<file path="src/rtl/aes_spi_pkg.sv">
// Shared constants and types for the AES SPI slave front-end.
// Frame lengths, key-size codes and the front-end state encoding.
package aes_spi_pkg;

    localparam int KEY_FRAME_BITS = 258;
    localparam int MSG_FRAME_BITS = 128;
    localparam int CNT_W          = 9;

    localparam logic [CNT_W-1:0] KEY_LEN = CNT_W'(KEY_FRAME_BITS);
    localparam logic [CNT_W-1:0] MSG_LEN = CNT_W'(MSG_FRAME_BITS);

    typedef enum logic [1:0] {
        KS_128  = 2'b00,
        KS_192  = 2'b01,
        KS_256  = 2'b10,
        KS_RSVD = 2'b11
    } key_size_e;

    typedef enum logic [1:0] {
        NOKEY,
        KEYED,
        BUSY,
        READY
    } state_e;

endpackage

</file>
<file path="src/rtl/aes_spi_frontend_frame_rx.sv">
// SPI frame receiver: bit counter, input shift register and a
// registered end-of-frame pulse carrying the frame length.
module spi_frame_rx
    import aes_spi_pkg::*;
(
    input  logic                      clk,
    input  logic                      rst,
    input  logic                      cs,
    input  logic                      sdi,
    output logic [KEY_FRAME_BITS-1:0] rx,
    output logic                      frame_end,
    output logic [CNT_W-1:0]          frame_len
);

    logic             cs_q;
    logic [CNT_W-1:0] cnt;

    // frame_end/frame_len are registered so the FSM sees the length
    // after cnt has already been cleared by the high cs.
    always_ff @(posedge clk or posedge rst) begin
        if (rst) begin
            cs_q      <= 1'b0;
            cnt       <= '0;
            rx        <= '0;
            frame_end <= 1'b0;
            frame_len <= '0;
        end else begin
            cs_q      <= cs;
            frame_end <= cs & ~cs_q;
            frame_len <= cnt;
            if (cs) begin
                cnt <= '0;
            end else begin
                rx <= {rx[KEY_FRAME_BITS-2:0], sdi};
                if (cnt != '1)
                    cnt <= cnt + 1'b1;
            end
        end
    end

endmodule

</file>
<file path="src/rtl/aes_spi_frontend.sv">
// SPI slave front-end for the AES cores: key/message frame decode,
// load pulses, and MSB-first serialisation of the cipher result.
module aes_spi_frontend
    import aes_spi_pkg::*;
(
    input  logic         clk,
    input  logic         rst,
    input  logic         cs,
    input  logic         sdi,
    output logic         sdo,
    output logic [1:0]   key_size,
    output logic [255:0] key,
    output logic         key_load,
    output logic [127:0] msg,
    output logic         msg_start,
    input  logic [127:0] result,
    input  logic         result_valid,
    output logic         busy
);

    logic [KEY_FRAME_BITS-1:0] rx;
    logic                      frame_end;
    logic [CNT_W-1:0]          frame_len;
    state_e                    state;
    logic [MSG_FRAME_BITS-1:0] osr;
    logic [MSG_FRAME_BITS-1:0] held;

    spi_frame_rx u_rx (
        .clk       (clk),
        .rst       (rst),
        .cs        (cs),
        .sdi       (sdi),
        .rx        (rx),
        .frame_end (frame_end),
        .frame_len (frame_len)
    );

    assign sdo = ~cs & (state == READY) & osr[MSG_FRAME_BITS-1];

    always_ff @(posedge clk or posedge rst) begin
        if (rst) begin
            state     <= NOKEY;
            key_size  <= '0;
            key       <= '0;
            key_load  <= 1'b0;
            msg       <= '0;
            msg_start <= 1'b0;
            busy      <= 1'b0;
            osr       <= '0;
            held      <= '0;
        end else begin
            key_load  <= 1'b0;
            msg_start <= 1'b0;
            if (state == READY && !cs)
                osr <= {osr[MSG_FRAME_BITS-2:0], 1'b0};
            case (state)
                BUSY: begin
                    if (result_valid) begin
                        osr   <= result;
                        held  <= result;
                        busy  <= 1'b0;
                        state <= READY;
                    end
                end
                default: begin
                    if (frame_end) begin
                        if (frame_len == KEY_LEN) begin
                            // Reserved key-size code leaves everything as is.
                            if (rx[257:256] != KS_RSVD) begin
                                key_size <= rx[257:256];
                                key      <= rx[255:0];
                                key_load <= 1'b1;
                                held     <= '0;
                                osr      <= '0;
                                state    <= KEYED;
                            end
                        end else if (state == KEYED && frame_len == MSG_LEN) begin
                            msg       <= rx[127:0];
                            msg_start <= 1'b1;
                            busy      <= 1'b1;
                            state     <= BUSY;
                        end else if (state == READY) begin
                            if (frame_len >= MSG_LEN)
                                state <= KEYED;
                            else
                                osr <= held;
                        end
                    end
                end
            endcase
        end
    end

endmodule
</file>
<file path="config.mk">
export PLATFORM = sky130hd
export DESIGN_NAME = aes_spi_frontend
export DESIGN_NICKNAME = d
export VERILOG_FILES = /design/src/rtl/aes_spi_pkg.sv /design/src/rtl/aes_spi_frontend_frame_rx.sv /design/src/rtl/aes_spi_frontend.sv
export SDC_FILE = /design/constraint.sdc
export NUM_CORES = 2
export LEC_CHECK = 0
export ABC_AREA = 1
export CORE_ASPECT_RATIO = 1.1
export CORE_UTILIZATION = 40
export CTS_CLUSTER_SIZE = 14
export DETAILED_ROUTE_END_ITERATION = 8
export HOLD_SLACK_MARGIN = 0.12
export PLACE_DENSITY = 0.68
export SYNTH_ARGS = -nofsm -noshare
export SYNTH_HDL_FRONTEND = slang
export SYNTH_HIERARCHICAL = 1
export SYNTH_SLANG_ARGS = --single-unit
</file>
<file path="constraint.sdc">
create_clock -name clk -period 43.2 [get_ports clk]
set_input_delay 8.64 -clock clk [delete_from_list [all_inputs] [get_ports clk]]
set_output_delay 8.64 -clock clk [all_outputs]
set_load 0.05 [all_outputs]
</file>
# == Yosys cells after proc, flatten, opt, wreduce, memory -nomap -nowiden ==
# Cells that the tools add are included.
# op_classes
order_cmp,1
n_mul,0
eq_ne,10
add_sub_neg,1
n_div,0
reduce_logical,15
bitwise_logic,7
shifts,0
muxes,37
# ops
cell,count
$mux 128,14
$mux 9,2
$mux 2,8
$reduce_and 4->1,4
$mux 1,13
$reduce_bool 2->1,5
$add 9x1->9 const B,1
$eq 9x8->1 const B,1
$eq 9x9->1 const B,1
$ge 9x8->1 const B,1
$ne 9x9->1 const B,1
$reduce_bool 4->1,2
$reduce_and 5->1,1
$eq 2x2->1 const B,2
$ne 2x2->1 const B,2
$not 1->1,4
$and 1x1->1,3
$ne 3x1->1 const B,1
$eq 2x1->1 const B,1
$logic_and 1x1->1,2
$ne 2x1->1 const B,1
$logic_not 1->1,1
# totals
mem_count,0
in_bits,133
elab_cells,85
ff_bits,925
output_inout_bits,390
latchBits,0
rom_bits,0
ram_bits,0

# == Depth between registers and ports, before layout ==
# depth
ltp_word,9
mapped_depth,12

# == By module ==
# Netlist, hierarchy kept.
# modules_own_cells
mod,n_inst,seq_area_each_um2,cells_each,area_per_inst_um2
aes_spi_frontend,1,16190.5,3056,26525.4
spi_frame_rx,1,6956.7,1034,10392.5

# == Worst setup path after synthesis ==
# No wires, ideal clock.
# synth_timing
kind,input port to output port
from,in cs
to,out sdo
required_time_ns,34.560
cell_stages,4
setup_slack_ns,24.945
arrival_ns,9.615
cell_sequence,nor2_2 > inv_2 > clkbuf_1 > nor2_1
# synth_via
elab_chain_len,3
# synth_rtl
item,line,source
from (decl),aes_spi_frontend.sv:8,"input logic cs,"
$not 1->1,aes_spi_frontend.sv:38,assign sdo = ~cs & (state == READY) & osr[MSG_FRAME_BITS-1];
$and 1x1->1 (2 in a row),aes_spi_frontend.sv:38,
to (decl),aes_spi_frontend.sv:10,"output logic sdo,"
# Every way passes these cells.

# == Final worst setup path ==
# Same ends and word-level chain as after synthesis.

==> flow_summary.toml <==
[yosys]
yosys_warnings = 6
synthTopCellsByArea = "dfrtp_1, nand2_1, o21ai_0"
synthDistinctLibCells = 29
synth_top_cell_area_share = 0.627
synthCells = 4090
syn_nets = 4225
yosysSeqAreaShare = 0.627
ys_ff_latch = 925
syn_area_um2 = 36900
synth_area_per_cell_um2 = 9.03
yosysTopAreaCell = "dfrtp_1"

[run_status]
status = "completed"

[cells_and_area]
layout_commonest_cell = "nand2_1"
fill_cells = 8466
nets = 4645
areaGrowthSynthToFinish_pct = 24.5
drive_above_1_share = 0.0449
layout_common_cells = "nand2_1, dfrtp_1, clkdlybuf4s50_1"
instances_no_fill = 5767

[routing]
wl_per_cell_um = 16.7
drt_iter0_drc = 1791
firstDrtPassIters = 6
wl_met1_um = 40700
avgViaCountPerCell = 4.84
drc = 0
met2_length_um = 45400
dr_wl_met3_um = 7200
maxUsedRoutingLayer = "met5"
ant_nets = 0
vias = 27910
routed_wl_um = 96100

[global_routing]
grt_pass1_vias = 27688
grtUsageTotal = 0.206
grt_pass1_wl_um = 154000
grt_overflow_total = 0
grt_max_degree = 158
antenna_found_initial = 10

[floorplanning]
rows = 116
io_pins = 523
dieHeight_um = 321
coreArea_um2 = 91100
dieArea_um2 = 93500
dieWidth_um = 292
initial_core_util = 0.405

[clock_network]
clock_latency_ns = 0.66
cts_buffer_depth = 3
numCtsBuffers = 97
root_buffer = "clkbuf_16"
cts.sinks = 925
tritoncts = "built"
cts_hold_buf = 0
cts_setup_buffers = 0
clk_pin_slew_ns = 0.06
htree_levels = 3
ctsResizeCount = 0

[power]
power_uw = 1870
ir_drop_mv = 0.0339
power_density_nw_per_um2 = 40.6
leakage_uw = 0.0220

[hold_path]
worstHoldPathType = "reg -> reg"

[sta]
fin_tns_setup_ns = 0
fmax_mhz = 50.1
slew_headroom = 0.288
skew_ns = 0.0322
min_period_over_period = 0.462
setup_viol = 0
min_period_ns = 19.94
drv_slew = 0
rsz0062_at_grt = "false"
tightest_slew_ns = 1.07
hold_viol = 0

[placed_design]
dp_cells = 5591
globalplace.congestion = 0.817
dp_hpwl_um = 60600
io_buffers = 522

[setup_path]
cp.required_ns = 34.56
critPathSlowestCell = "clkdlybuf4s50_1"
critPathMaxFanout = 90
cp-start-kind = "input pin"
path_class = "in -> out"
cp_cell_sequence = "buf_8, nor2_4, clkinv_2, nor2_1, clkdlybuf4s50_1"
arrival_ns = 11.30
endpoint_kind = "primary output"
max_stage_delay_ns = 0.84

[run]
max_cap_violations = 0
==> metal layers <==
metal	GRT usage	up-vias
met5	0	-
met4	0.0692	16
met3	0.0576	146
met2	0.334	650
met1	0.266	13546
li1	-	13552
==> sequential cells by signal, summed over array words and instances, names as in the netlist, 2 cells and up <==
name,cells
u_rx/rx,258
u_rx/frame_len,9
held,128
u_rx/cnt,9
msg,128
key_size,2
osr,128
state,2
key,256
==> synth_stat cells, drive strengths merged <==
library cell  instances
nand2              1430
nand3b                1
buf                 121
inv                 522
nor3                  2
o21a                  1
a21boi              101
and3                  2
o22ai                26
o21ai               770
a21oi                 4
ha                    2
clkbuf              111
nor2                 26
dfrtp               925
nand4                29
nand3                17
==> stage by stage <==
stage | cell area, um2 | utilization | hold slack, ns | worst slack [ns]
global route | 46000 | 0.504 | 0.405 | 23.01
finish | 46000 | 0.504 | 0.393 | 23.26
detailed placement | 42700 | 0.469 | 0.384 | 23.21
floorplan | 36900 | - | 0.367 | 16.43
global placement | 42700 | 0.469 | 0.380 | 23.20
CTS | 46000 | 0.504 | 0.394 | 23.19
==> path summary, 6_finish.rpt <==
| kind | from | endpoint | slack, ns | cells past startpoint |
|---|---|---|---|---|
| max | cs | sdo | 23.26 | 5 |
| min | u_rx/cs_q | u_rx/frame_end | 0.39 | 1 |
| max reg2reg | u_rx/frame_len[8] | key[49] | 39.30 | 9 |
| min reg2reg | u_rx/cs_q | u_rx/frame_end | 0.39 | 1 |
| max in group asynchronous | rst | msg[86] | 31.41 | 5 |
| min in group asynchronous | rst | u_rx/rx[218] | 8.63 | 2 |
==> area by class of cell <==
class	instances	area [um2]	area share
Multi-Input combinational cell	2411	10700	0.232
Timing Repair Buffer	553	5480	0.119
Inverter	522	1990	0.0432
Clock buffer	139	2830	0.0615
Clock inverter	36	388	0.00844
Antenna cell	1	2.50	0.0000544
Tap cell	1180	1480	0.0321
Sequential cell	925	23100	0.504
==> power breakdown <==
group          switching (uW)  internal, uW
logic                    68.0          31.3
registers                28.1           906
clock network             351           481
total                     447          1420
==> cells by family after synthesis <==
| group | synth area share |
|---|---|
| buf+inv | 0.0855 |
| simple gates | 0.157 |
| fa+ha+maj | 0.000678 |
| flops | 0.627 |
| compound gates | 0.130 |
==> worst max-delay path, delay by kind of cell <==
kind                   cells  cell delay (ns)
AND/OR/NAND/NOR            2             0.94
buffers and inverters      3             1.69
(Power assumes the default switching activity.)
